**src/rtl/fibo_check.sv**
```systemverilog
// Purpose : receive-side checker for the 8-bit Fibonacci LED stream (lock, per-term error, stats).
// Latency : 1 clk; the response to a strobe at cycle N is visible at cycle N+1.
// Backpr. : none; every in_valid strobe is consumed, idle cycles change nothing.
//
// Ports:
//   clk        - system clock, rising edge
//   reset      - asynchronous active-low reset
//   in         - observed Fibonacci term, sampled when in_valid=1
//   in_valid   - one-cycle strobe (generator clock-enable)
//   locked     - high while the stream verifies in sequence
//   err        - one-cycle pulse on a mismatched term
//   err_count  - mismatches seen, saturating at 255
//   term_count - terms matched while locked, saturating at 65535
//   period_err - one-cycle pulse on strobe-spacing violation
//
// Optional feature macro: FIBO_CHECK_PERIOD_EN (strobe spacing check against DECIMATION).
// When undefined, period_err is tied low and no spacing counter exists.

module fibo_check #(
  parameter logic [19:0] DECIMATION   = 20'd16,
  parameter int unsigned LOCK_CONFIRM = 2
) (
  input  logic        clk,
  input  logic        reset,
  input  logic [7:0]  in,
  input  logic        in_valid,
  output logic        locked,
  output logic        err,
  output logic [7:0]  err_count,
  output logic [15:0] term_count,
  output logic        period_err
);

  localparam logic [1:0] ST_ACQ0    = 2'd0;
  localparam logic [1:0] ST_ACQ1    = 2'd1;
  localparam logic [1:0] ST_CONFIRM = 2'd2;
  localparam logic [1:0] ST_LOCKED  = 2'd3;

  localparam logic [3:0] CONFIRM_TGT = 4'(LOCK_CONFIRM);

  logic [1:0] state;
  logic [7:0] p1;
  logic [7:0] p2;
  logic [3:0] confirm;

  // 8-bit add wraps naturally, giving the mod-256 expected term.
  logic [7:0] exp_term;
  logic       match;
  assign exp_term = p1 + p2;
  assign match    = (in == exp_term);

  always_ff @(posedge clk or negedge reset) begin
    if (!reset) begin
      state      <= ST_ACQ0;
      p1         <= 8'd0;
      p2         <= 8'd0;
      confirm    <= 4'd0;
      locked     <= 1'b0;
      err        <= 1'b0;
      err_count  <= 8'd0;
      term_count <= 16'd0;
    end else begin
      err <= 1'b0;
      if (in_valid) begin
        // History always shifts, so a bad sample becomes part of the
        // reference for the next terms and re-lock is measured against it.
        p1 <= in;
        if (state != ST_ACQ0) p2 <= p1;
        case (state)
          ST_ACQ0: state <= ST_ACQ1;
          ST_ACQ1: begin
            confirm <= 4'd0;
            state   <= ST_CONFIRM;
          end
          ST_CONFIRM: begin
            if (match) begin
              confirm <= confirm + 4'd1;
              if (confirm + 4'd1 == CONFIRM_TGT) begin
                state  <= ST_LOCKED;
                locked <= 1'b1;
              end
            end else begin
              err     <= 1'b1;
              confirm <= 4'd0;
              if (err_count != 8'hFF) err_count <= err_count + 8'd1;
            end
          end
          ST_LOCKED: begin
            if (match) begin
              if (term_count != 16'hFFFF) term_count <= term_count + 16'd1;
            end else begin
              err     <= 1'b1;
              locked  <= 1'b0;
              confirm <= 4'd0;
              state   <= ST_CONFIRM;
              if (err_count != 8'hFF) err_count <= err_count + 8'd1;
            end
          end
        endcase
      end
    end
  end

`ifdef FIBO_CHECK_PERIOD_EN
  // gap_cnt holds (cycles since last strobe - 1) at the next strobe edge,
  // so nominal spacing shows up as DECIMATION-1.
  logic [19:0] gap_cnt;
  logic        per_armed;

  always_ff @(posedge clk or negedge reset) begin
    if (!reset) begin
      gap_cnt    <= 20'd0;
      per_armed  <= 1'b0;
      period_err <= 1'b0;
    end else begin
      period_err <= 1'b0;
      if (in_valid) begin
        gap_cnt <= 20'd0;
        // Only checking states count; the first checked strobe just arms.
        if (state[1]) begin
          per_armed <= 1'b1;
          if (per_armed && (gap_cnt != DECIMATION - 20'd1)) period_err <= 1'b1;
        end
      end else if (gap_cnt != 20'hFFFFF) begin
        gap_cnt <= gap_cnt + 20'd1;
      end
    end
  end
`else
  logic unused_decimation;
  assign unused_decimation = ^DECIMATION;
  assign period_err        = 1'b0;
`endif

endmodule

```
**config.mk**
```make
export PLATFORM = sky130hd
export DESIGN_NAME = fibo_check
export DESIGN_NICKNAME = d
export VERILOG_FILES = /design/src/rtl/fibo_check.sv
export SDC_FILE = /design/constraint.sdc
export NUM_CORES = 1
export LEC_CHECK = 0
export BUFFER_PORTS_ARGS = -buffer_cell sky130_fd_sc_hd__buf_4
export CORE_ASPECT_RATIO = 1.25
export CORE_MARGIN = 5
export CORE_UTILIZATION = 40
export DETAILED_ROUTE_END_ITERATION = 6
export SKIP_CTS_REPAIR_TIMING = 1
export SYNTH_ARGS = -nofsm -noshare
export SYNTH_HDL_FRONTEND = slang
export SYNTH_SLANG_ARGS = --single-unit
```
**constraint.sdc**
```tcl
create_clock -name clk -period 3.21 [get_ports clk]
set_clock_uncertainty 0.1 [all_clocks]
set_input_delay 0.4815 -clock clk [delete_from_list [all_inputs] [get_ports clk]]
set_output_delay 0.4815 -clock clk [all_outputs]
set_load 0.01 [all_outputs]
```
# After elaboration in Yosys (flattened, before gate mapping)
# Index checks and enable logic that the tools add are counted.
dict set report totals {
  ff_bits 48
  in_bits 11
  wordCells 48
}
dict set report classes {
  addsub 4
  eq_ne 10
  mux 14
  bitwise_logic 1
  reduce_logical 11
}
# cell n
set op_table {}
lappend op_table {{adder 16 x 1 -> 16 bit, second input constant} 1}
lappend op_table {{!= test 16 bit, second input constant} 1}
lappend op_table {{one-hot mux 4 bit (3 select lines)} 1}
lappend op_table {{AND reduction 4 bit} 3}
lappend op_table {{adder 8 x 1 -> 8 bit, second input constant} 1}
lappend op_table {{adder 8 bit} 1}
lappend op_table {{equality test 8 bit} 1}
lappend op_table {{2-to-1 mux 4 bit} 2}
lappend op_table {{!= test 8 bit, second input constant} 1}
lappend op_table {{one-hot mux 2 bit (4 select lines)} 1}
lappend op_table {{2-to-1 mux 1 bit} 6}
lappend op_table {{2-to-1 mux 2 bit} 3}
lappend op_table {{!= test 2 bit, second input constant} 3}
lappend op_table {{AND reduction 5 bit} 1}
lappend op_table {{adder 4 x 1 -> 4 bit, second input constant} 1}
lappend op_table {{equality test 2 bit, second input constant} 2}
lappend op_table {{equality test 4 x 2 -> 1 bit, second input constant} 1}
lappend op_table {{nonzero test 2 bit} 2}
lappend op_table {{AND reduction 3 bit} 1}
lappend op_table {{nonzero test 3 bit} 1}
lappend op_table {{equality test 2 x 1 -> 1 bit, second input constant} 1}
lappend op_table {{logical NOT 2 bit} 1}
lappend op_table {{one-hot mux 1 bit (2 select lines)} 1}
lappend op_table {{AND reduction 2 bit} 1}
lappend op_table {{2 further kinds} 2}

# Logic depth before layout (Yosys ltp)
dict set report depth {
  word_depth 5
  mapped_depth 10
  depth_no_buf 9
}

# Worst setup path after synthesis
# No wires, ideal clock.
dict set report synth_path {
  kind {flip-flop to flip-flop}
  startpoint {register p1[0]}
  endpoint {register term_count[7]}
  setup_time_ns 0.126
  arrival_ns 2.600
  required_time_ns 2.984
  setup_slack_ns 0.383
  stages_incl_launch_ff 10
  period_less_slack_ns 2.827
  path_cell_list {dfrtp_1 ha_1 fa_1 nand3_1 a21oi_1 o21a_1 or4b_4 or3_4 or2_1 xnor2_1}
}
dict set report synth_between {
  elab_chain_cells 3
}
# item line
set synth_rtl {}
lappend synth_rtl {{start, declared} 42} ;# logic [7:0] p1;
lappend synth_rtl {{start signal, assigned} 67} ;# p1 <= in;
lappend synth_rtl {{adder 8 bit} 49} ;# assign exp_term = p1 + p2;
lappend synth_rtl {{equality test 8 bit} 50} ;# assign match = (in == exp_term);
lappend synth_rtl {{AND reduction 4 bit (no source line)} --}
lappend synth_rtl {{end signal, assigned} 90} ;# if (term_count != 16'hFFFF) term_count <= term_count + 16'd1;
lappend synth_rtl {{end, declared} 30} ;# output logic [15:0] term_count,
# Every way passes these cells.
# A chain may end at the register's enable or synchronous reset.

# Worst setup path after layout
# Ends and elaborated chain as after synthesis.

==> metrics.csv <==
stage,metric,value,unit
grt,grt_max_degree,49,
drt,dr.pass1.iters,4,
timing,grt_setup_unrepaired,false,
grt,grt_overflow_total,0,
floorplan,rows,32,
synthesis,async_reset_ff_share,100.0,%
timing,final_max_slew_viol_count,0,
critical_path,crit_slowest_cell,or4b_4,
timing,tns,0,ns
job,cap_violations,0,
critical_path,required,3.29,ns
floorplan,io_pins,38,
timing,setup_viol,0,
synthesis,synth_area_leaders,"dfrtp_1, mux2_2, xnor2_1, ha_1, xor2_1",
floorplan,die_width,81.47,um
synthesis,yosysTopAreaCellShare,47.04,%
synthesis,synth_mux_area_share,8.378,%
synthesis,synth_xor_area_share,11.66,%
critical_path,arrival,3.02,ns
timing,period_share,91.61,%
synthesis,ys_warn_count,0,
clock_tree,clockRootBuffer,clkbuf_8,
timing,timing.fmax,340.1,MHz
critical_path,max_stage_delay,0.55,ns
clock_tree,cts_buffers,5,
power_and_ir_drop,leakagePower,1.305,nW
floorplan,dieHeight,99.34,um
critical_path,cp_max_fo,3,
critical_path,start_kind,flip-flop,
hold_path,holdCritPathClass,input pin to asynchronous set/reset pin,
synthesis,ys.flop_type,dfrtp_1,
clock_tree,htreeDepth,2,
drt,drt_wl_total,4.747,mm
timing,slew_headroom,40.49,%
drt,drtAntennaViolNets,0,
grt,grt_usage,13.01,%
floorplan,core,6206,um2
synthesis,yosysSeqAreaShare,47.04,%
final_layout,drive_gt1_share,25.83,%
final_layout,final_util,48.41,%
clock_tree,path_clk_slew,0.08,ns
clock_tree,clock_latency,0.29,ns
synthesis,syn_nets,255,
clock_tree,cts_tree,done,
synthesis,synth_edf_count,0,
synthesis,synthDistinctLibCells,44,
drt,wire_per_inst,13.33,um
timing,worst_pin_slew,0.8867,ns
drt,drcViolationCount,0,
placed_design,port_buffers,36,
timing,period_needed,2.941,ns
final_layout,syn2layout_area_growth,17.64,%
synthesis,synth_seq_cells,48,
clock_tree,cts_buffer_depth,2,
synthesis,synthCells,232,
placed_design,place.gp.congestion,0.7958,
critical_path,worstSetupPathType,flip-flop to flip-flop,
synthesis,synth-simple-area-share,16.07,%
synthesis,synth_top_cell_by_area,dfrtp_1,
drt,via_per_inst,5.180,
floorplan,dieArea,8092,um2
run_status,status,completed,
synthesis,synth_area,2554,um2
synthesis,synth_fa_ha_area_share,6.173,%
final_layout,diodes,0,
power_and_ir_drop,power.density,540.9,nW/um2
drt,num_vias,1844,
critical_path,cp-end-kind,flip-flop,
grt,antenna_found_initial,0,
placed_design,dpl.hpwl,3.546,mm
grt,grt_pass1_vias,1822,
clock_tree,clock-sinks,48,
final_layout,final_nets,294,
power_and_ir_drop,peakVddDrop,0.2513,mV
synthesis,syn_area_per_cell,11.01,um2
synthesis,synth_compound_area_share,8.329,%
timing,hold_viol_final,0,
drt,drt_iter0_markers,53,
floorplan,initial_core_util,41.15,%
synthesis,synth_top_family_by_area,simple AND/OR/NAND/NOR gates,
critical_path,path_cells,ha_1 > fa_1 > nand3_1 > a21oi_1 > o21a_1 > or4b_4 > or3_4 > or2_1 > xnor2_1,
timing,holdWs,0.09738,ns
grt,grt_pass1_wl,8.362,mm
-- registers in the layout, indices dropped and copies added (netlist names) --
name and flops:
locked 1, term_count 16, err_count 8, p2 8, p1 8, state 2, err 1, confirm 4
-- metal layers --
| metal | global-route usage [%] | share of wire, % |
|---|---|---|
| met5 | 0 | 0 |
| met4 | 4.681 | 1.6 |
| met3 | 3.080 | 4.0 |
| met2 | 20.89 | 49 |
| met1 | 16.89 | 45 |
-- final cells by class --
cell class	count	area, um2
Fill cell	593	3202
Multi-Input combinational cell	173	1296
Sequential cell	48	1201
Timing Repair Buffer	38	285.3
Tap cell	85	106.4
Clock buffer	7	96.34
Inverter	5	18.77
-- critical path: cells and delay by family, from the launching register on --
family	cells	cell delay [ns]
compound gates	2	0.28
xor+xnor	1	0.12
fa+ha+maj	2	0.63
flops	1	0.40
simple gates	4	1.29
-- power breakdown --
part,total [mW],switching (mW),leakage [nW],internal (mW)
combinational,0.460,0.223,0.641,0.237
clock,0.378,0.186,0.0503,0.192
sequential,0.787,0.103,0.613,0.683
-- kinds of logic (layout without fill, tap and decap cells) --
group | count (synthesis) | after routing
simple gates | 75 | 75
flops | 48 | 48
xor+xnor | 34 | 34
compound gates | 32 | 32
mux | 19 | 19
fa+ha+maj | 12 | 12
buf+inv | 11 | 50
other cells | 1 | 1
-- Yosys cell counts (2+ instances only) --
cell type  number
a2111oi_2       2
nand2b_1        3
or2_1           2
nor2_1          9
buf_4           2
mux2_2         19
o21ai_1         2
xor2_1         10
nor4_1          2
dfrtp_1        48
nand3_1        15
a21oi_1         7
nand2_1        16
nor3_1          7
a41oi_1         2
inv_1           5
ha_1           11
xnor2_1        24
a21o_1          2
clkbuf_1        2
o22ai_1         2
nand4b_1        3
and3_1          3
nand4_1         5
a31oi_1         5
o21ai_0         6
-- cells in the final DEF, fill, tap and decap left out, types with 2 or more instances in the layout --
cell type | netlist | final
dfrtp_1 | 48 | 48
buf_4 | 2 | 38
xnor2_1 | 24 | 24
mux2_2 | 19 | 19
nand2_1 | 16 | 16
nand3_1 | 15 | 15
ha_1 | 11 | 11
xor2_1 | 10 | 10
nor2_1 | 9 | 9
a21oi_1 | 7 | 7
nor3_1 | 7 | 7
clkbuf_8 | 0 | 7
o21ai_0 | 6 | 6
inv_1 | 5 | 5
a31oi_1 | 5 | 5
nand4_1 | 5 | 5
nand2b_1 | 3 | 3
nand4b_1 | 3 | 3
and3_1 | 3 | 3
a2111oi_2 | 2 | 2
a21o_1 | 2 | 2
o21ai_1 | 2 | 2
nor4_1 | 2 | 2
a41oi_1 | 2 | 2
o22ai_1 | 2 | 2
or2_1 | 2 | 2
-- stage by stage --
step	setup slack, ns	power, mW	area (um2)	std cells
floorplan	0.3833	1.100	2554	232
global placement	0.3011	1.261	2908	349
detailed placement	0.2738	1.269	2908	349
CTS	0.2550	1.661	3004	356
global route	0.1568	1.750	3004	356
finish	0.2695	1.625	3004	356
-- final timing paths --
path	startpoint	to	slack, ns	depth (start not counted)
max	p1[0]	term_count[7]	0.27	9
min	reset	p1[6]	0.1	1
max reg2reg	p1[0]	term_count[7]	0.27	9
min reg2reg	term_count[8]	term_count[8]	0.40	1
max in group asynchronous	reset	err_count[7]	2.51	1
min in group clk	in[0]	p1[0]	0.33	2
(Power assumes the default switching activity.)
